==> src/rtl/vga_timing_pkg.sv <==
// 640x480@60 Hz raster constants shared by the VGA timing generator.
// Coordinates are 10 bits wide, enough for the 800x525 total raster.
package vga_timing_pkg;

    localparam int COORD_W = 10;

    localparam int H_VISIBLE_640 = 640;
    localparam int H_FRONT_640   = 16;
    localparam int H_SYNC_640    = 96;
    localparam int H_BACK_640    = 48;
    localparam int H_TOTAL_640   = H_VISIBLE_640 + H_FRONT_640
                                 + H_SYNC_640 + H_BACK_640;

    localparam int V_VISIBLE_480 = 480;
    localparam int V_FRONT_480   = 10;
    localparam int V_SYNC_480    = 2;
    localparam int V_BACK_480    = 33;
    localparam int V_TOTAL_480   = V_VISIBLE_480 + V_FRONT_480
                                 + V_SYNC_480 + V_BACK_480;

endpackage

==> src/rtl/vga_axis_counter.sv <==
// Wrapping raster axis counter; resets to its last value so the first
// increment lands on zero. wrap is combinational to chain the next axis.
module vga_axis_counter
    import vga_timing_pkg::*;
#(
    parameter int TOTAL = H_TOTAL_640
) (
    input  logic               clk,
    input  logic               rst_n,
    input  logic               ena,
    input  logic               inc,
    output logic [COORD_W-1:0] count,
    output logic               wrap
);

    localparam logic [COORD_W-1:0] LAST = COORD_W'(TOTAL - 1);

    assign wrap = ena && inc && (count == LAST);

    always_ff @(posedge clk or negedge rst_n) begin
        if (!rst_n) begin
            count <= LAST;
        end else if (ena && inc) begin
            count <= wrap ? '0 : count + COORD_W'(1);
        end
    end

endmodule

==> src/rtl/vga_sync_gen.sv <==
// Free-running VGA timing generator: pixel divider, x/y counters,
// registered decode, sync delay line and frame counter.
module vga_sync_gen
    import vga_timing_pkg::*;
#(
    parameter int H_VISIBLE = H_VISIBLE_640,
    parameter int H_FRONT   = H_FRONT_640,
    parameter int H_SYNC    = H_SYNC_640,
    parameter int H_BACK    = H_BACK_640,
    parameter int V_VISIBLE = V_VISIBLE_480,
    parameter int V_FRONT   = V_FRONT_480,
    parameter int V_SYNC    = V_SYNC_480,
    parameter int V_BACK    = V_BACK_480,
    parameter int CLK_DIV   = 1,
    parameter int SYNC_DLY  = 2
) (
    input  logic               clk,
    input  logic               rst_n,
    input  logic               ena,
    output logic [COORD_W-1:0] xcoor,
    output logic [COORD_W-1:0] ycoor,
    output logic               video_active,
    output logic               hsync,
    output logic               vsync,
    output logic               pix_tick,
    output logic               line_start,
    output logic               frame_start,
    output logic [7:0]         frame_count
);

    localparam int H_TOTAL = H_VISIBLE + H_FRONT + H_SYNC + H_BACK;
    localparam int V_TOTAL = V_VISIBLE + V_FRONT + V_SYNC + V_BACK;
    localparam int DIV_W   = (CLK_DIV > 1) ? $clog2(CLK_DIV) : 1;

    localparam logic [DIV_W-1:0]   DIV_LAST = DIV_W'(CLK_DIV - 1);
    localparam logic [COORD_W-1:0] H_VIS    = COORD_W'(H_VISIBLE);
    localparam logic [COORD_W-1:0] V_VIS    = COORD_W'(V_VISIBLE);
    localparam logic [COORD_W-1:0] HS_BEG   = COORD_W'(H_VISIBLE + H_FRONT);
    localparam logic [COORD_W-1:0] HS_END   = COORD_W'(H_VISIBLE + H_FRONT + H_SYNC);
    localparam logic [COORD_W-1:0] VS_BEG   = COORD_W'(V_VISIBLE + V_FRONT);
    localparam logic [COORD_W-1:0] VS_END   = COORD_W'(V_VISIBLE + V_FRONT + V_SYNC);

    logic [DIV_W-1:0]   div;
    logic               h_wrap;
    logic               v_wrap;
    logic               adv;
    logic [COORD_W-1:0] x_nx;
    logic [COORD_W-1:0] y_nx;
    logic               hs_raw;
    logic               vs_raw;

    // A tick swallowed by ena=0 is replayed on resume by rewinding the divider.
    always_ff @(posedge clk or negedge rst_n) begin
        if (!rst_n) begin
            div      <= '0;
            pix_tick <= 1'b0;
        end else if (ena) begin
            pix_tick <= (div == '0);
            div      <= (div == DIV_LAST) ? '0 : div + DIV_W'(1);
        end else begin
            pix_tick <= 1'b0;
            if (pix_tick) div <= '0;
        end
    end

    vga_axis_counter #(.TOTAL(H_TOTAL)) u_h_cnt (
        .clk   (clk),
        .rst_n (rst_n),
        .ena   (ena),
        .inc   (pix_tick),
        .count (xcoor),
        .wrap  (h_wrap)
    );

    vga_axis_counter #(.TOTAL(V_TOTAL)) u_v_cnt (
        .clk   (clk),
        .rst_n (rst_n),
        .ena   (ena),
        .inc   (h_wrap),
        .count (ycoor),
        .wrap  (v_wrap)
    );

    assign adv  = ena && pix_tick;
    assign x_nx = h_wrap ? '0 : (adv ? xcoor + COORD_W'(1) : xcoor);
    assign y_nx = v_wrap ? '0 : (h_wrap ? ycoor + COORD_W'(1) : ycoor);

    always_ff @(posedge clk or negedge rst_n) begin
        if (!rst_n) begin
            video_active <= 1'b0;
            line_start   <= 1'b0;
            frame_start  <= 1'b0;
            hs_raw       <= 1'b1;
            vs_raw       <= 1'b1;
            frame_count  <= '0;
        end else if (ena) begin
            video_active <= (x_nx < H_VIS) && (y_nx < V_VIS);
            line_start   <= (x_nx == '0);
            frame_start  <= (x_nx == '0) && (y_nx == '0);
            hs_raw       <= !((x_nx >= HS_BEG) && (x_nx < HS_END));
            vs_raw       <= !((y_nx >= VS_BEG) && (y_nx < VS_END));
            if (v_wrap) frame_count <= frame_count + 8'd1;
        end
    end

    generate
        if (SYNC_DLY == 0) begin : g_no_dly
            assign hsync = hs_raw;
            assign vsync = vs_raw;
        end else begin : g_dly
            logic [SYNC_DLY-1:0] hs_pipe;
            logic [SYNC_DLY-1:0] vs_pipe;

            always_ff @(posedge clk or negedge rst_n) begin
                if (!rst_n) begin
                    hs_pipe <= '1;
                    vs_pipe <= '1;
                end else if (ena) begin
                    hs_pipe <= (hs_pipe << 1) | SYNC_DLY'(hs_raw);
                    vs_pipe <= (vs_pipe << 1) | SYNC_DLY'(vs_raw);
                end
            end

            assign hsync = hs_pipe[SYNC_DLY-1];
            assign vsync = vs_pipe[SYNC_DLY-1];
        end
    endgenerate

endmodule
==> config.mk <==
export PLATFORM = sky130hd
export DESIGN_NAME = vga_sync_gen
export DESIGN_NICKNAME = d
export VERILOG_FILES = /design/src/rtl/vga_timing_pkg.sv /design/src/rtl/vga_axis_counter.sv /design/src/rtl/vga_sync_gen.sv
export SDC_FILE = /design/constraint.sdc
export NUM_CORES = 1
export LEC_CHECK = 0
export ABC_AREA = 1
export CAP_MARGIN = 20
export CORE_MARGIN = 10
export CORE_UTILIZATION = 29
export DETAILED_ROUTE_END_ITERATION = 6
export DONT_BUFFER_PORTS = 1
export PLACE_DENSITY = 0.5
export REMOVE_ABC_BUFFERS = 1
export SLEW_MARGIN = 30
export SYNTH_ARGS = -nofsm -noshare
export SYNTH_HDL_FRONTEND = slang
export SYNTH_SLANG_ARGS = --single-unit
==> constraint.sdc <==
create_clock -name clk -period 1.9 [get_ports clk]
set_input_delay 0.19 -clock clk [delete_from_list [all_inputs] [get_ports clk]]
set_output_delay 0.19 -clock clk [all_outputs]
set_load 0.01 [all_outputs]
==> summary.md <==
| Metric | Value |
|---|---|
| Status | complete, but fails checks |
| Failing checks | setup timing |
| Setup TNS | -0.002703 ns |
| Final period utilization | 100.1% |
| Critical path cell sequence | ha_4, nand2_4, nor2_4, nand4_4, o21ai_2, nand3_2, nor2_2, nand3_2, nor2_2, nor2_1 |
| Post-synth EDFFs | 0 |
| Die width | ~110 um |
| Slowest stage cell, crit path | dfstp_2 |
| Core area | a little under 8000 um2 |
| 1st-pass router iterations | 4 |
| Clock Pin Slew Worst Setup and Hold Paths | about 0.080 ns |
| Syn Std Cell Area | ~2300 um2 |
| Ports | 37 |
| Initial Util | 29.61% |
| Largest net degree at the start of global routing | 39 |
| Total wire length | ~6000 um |
| Clock sink count | 38 |
| Number of fillers in the final layout | 836 |
| First-pass GRT wire length | between 9000 and 10,000 um |
| Sequential area share after synthesis | a little over two fifths |
| Fraction of layout cells with a size suffix above 1 | 35.14% |
| Fmax | between 0.5 and 0.6 GHz |
| Synth-to-layout area growth | 26.99% |
| CP Launch Point | u_h_cnt.count[0] |
| Hold/Removal Path Class | in -> reg |
| Gpl congestion | 0.8435 |
| Vias in the first global route | slightly above 2,000 |
| Max-slew violations | 0 |
| Cts bufs inserted | 5 |
| DRT antenna net count | 0 |
| RSZ-0062 raised after global routing | yes |
| Average wire per standard cell | between 10 and 15 um |
| Port-buffer cells | 0 |
| Final setup viols | 1 |
| Util after Layout | 37.60% |
| Final net count | about 340 |
| Critical Path Sink Type | register |
| Power per cell area | 839.7 nW/um2 |
| Final count of hold timing violations | 0 |
| Mapped Cells | about 290 |
| Die height | between 100 and 150 um |
| HPWL Detailed | ~4600 um |
| Peak VDD IR | around 320 uV |
| Tmin final | between 1.5 and 2 ns |
| FF+latch count, synth | 38 |
| Tightest Pin Transition | ~0.41 ns |
| Post-layout total power | 2427 uW |
| CTS tree | built |
| Reg2Reg Depth | 10 |
| CP required | around 2.1 ns |
| Placed cell area | between 2000 and 3000 um2 |
| Full die area | roughly 12,000 um2 |
| N_diodes | 0 |
| Clk_skew | 0.005610 ns |
| Initial antenna violation count | 0 |
| Slew Limit Headroom | roughly 72% |
| CTS H-tree depth | 2 |
| Kind of cell adding the most delay to the critical path | simple AND/OR/NAND/NOR gates |
| Worst r2r src | u_h_cnt.count[0] |
| Critical path's largest stage delay | between 0.5 and 0.6 ns |
| Via count | approximately 1,900 |
| Gr ovfl total | 0 |
| Detailed-route DRC error count | 0 |
| CP max FO | 8 |
| Synth warn | 0 |
| CP Data Arrival Time | 2.13 ns |
| Hold depth | 2 |
| Synth unique cells | 32 |
| Row count | 32 |
| Worst setup SP type | register |
| Max-cap viol count | 0 |
| GRT Total Usage | around a tenth |
| Via density | approximately 4.4 |
| Clk_lat worst skew | 0.29 ns |
| Pleak | 0.001548 uW |
| Post-route cell area | between 2000 and 3000 um2 |
| Synth Area per Inst | about 8 um2 |
| Asr flop ratio synth | 100.0% |
| Hold wc startpoint | ena |
| Root buf cell | clkbuf_8 |
| CP bufs+invs | 0 |
| Final WS setup | -0.002703 ns |
| Primary FF master, synth | dfrtp_1 |
| Worst-case clock buffer depth | 2 |
| Placement Setup Slack | -0.1022 ns |
| WS Path Type | reg -> reg |
| Initial DRC Count | between 60 and 70 |
| Critical Path Stages | 10 |
## flip-flops by register name, indices dropped and copies added, names as in the netlist, 2 cells and up
signal,flops
u_h_cnt.count,10
u_v_cnt.count,10
frame_count,8
g_dly.hs_pipe,2
g_dly.vs_pipe,2
## path summary, 6_finish.rpt
kind                                     to  slack, ns
setup / recovery                     vs_raw     -0.003
hold / removal                       hs_raw       0.03
setup reg to reg                     vs_raw     -0.003
hold reg to reg            g_dly.hs_pipe[0]       0.48
max in group asynchronous  u_h_cnt.count[9]       1.29
min in group asynchronous    frame_count[6]       0.35
## worst reg2reg max path, stage by stage, from the launching register on
cell and delay (ns):
dfstp_2 0.56, ha_4 0.15, nand2_4 0.07, nor2_4 0.16, nand4_4 0.20, o21ai_2 0.20
nand3_2 0.12, nor2_2 0.14, nand3_2 0.09, nor2_2 0.12, nor2_1 0.04
## cell usage after synthesis, types with 2 or more instances
cell     number  area [um2]
dfrtp_1      22       550.5
dfstp_2      16       420.4
ha_1          4       50.05
inv_1        43       161.4
inv_2         7       26.28
nand2_1      81       304.0
nand2_2       5       31.28
nand3_1      21       105.1
nand3_2       5       50.05
nand4_1       7       43.79
nand4_4       2       42.54
nor2_1       31       116.4
nor2_2        4       25.02
nor2_4        5       56.30
nor3_1        4       20.02
nor3_4        2       32.53
o21ai_0       9       45.04
xnor2_1       3       26.28
xor2_1        5       43.79
## routing by layer
metal  wire length, um  global-route usage (%)
met3               429                   3.629
met2              2932                   18.41
met1              2589                   12.07
met4                49                   2.542
met5                 0                       0
## layout by cell type (no fill, tap or decap), drive strengths merged
cell type	synthesis	final
ha	4	4
mux2	1	1
nand2	87	87
or2	1	1
buf	1	36
inv	50	50
nand4	10	10
xnor2	4	4
clkinvlp	0	1
dfstp	16	16
o21ai	11	11
nand3	27	27
a21oi	1	1
dfrtp	22	22
nor3	6	6
a211oi	1	1
o21a	1	1
nor2	40	40
clkinv	0	1
clkbuf	1	6
dlygate4sd3	0	2
xor2	5	5
## per-stage QoR
stage	hold slack (ns)	instances
final	0.02614	435
after CTS	0.02093	432
after floorplan	-0.1056	287
after global placement	-0.1039	419
after detailed placement	-0.1039	419
after global routing	0.05486	435
## logic make-up after synthesis
kind of cell	share of synthesized area, %
AND/OR/NAND/NOR	38.43
buffers and inverters	8.741
flip-flops	42.66
AO/OA/AOI/OAI	3.683
XOR/XNOR	3.794
adder cells (fa/ha/maj)	2.199
multiplexers	0.4947
## where the power goes
part	total, uW	switching, uW	leakage (uW)	internal (uW)
sequential	1090	117	0.000427	969
combinational	742	447	0.00107	295
clock	598	306	0.0000472	292
total	2430	871	0.00155	1560
## cell type report
type,instances,area [um2],area share [%]
Timing Repair Buffer,38,310.3,10.74
Clock buffer,6,82.58,2.857
Tap cell,102,127.6,4.416
Sequential cell,38,970.9,33.59
Multi-Input combinational cell,199,1194,41.30
Clock inverter,2,12.51,0.4329
Inverter,50,192.7,6.667
## what timing repair did
action                     4_1_cts  5_1_grt
setup endpoints to repair        6        9
buffers inserted                 2        3
hold endpoints to repair        41        0
hold buffers                     3        0
pin swaps                        7       10
gates resized for setup          6       24
No activity file was read; power rests on OpenSTA's default activity.
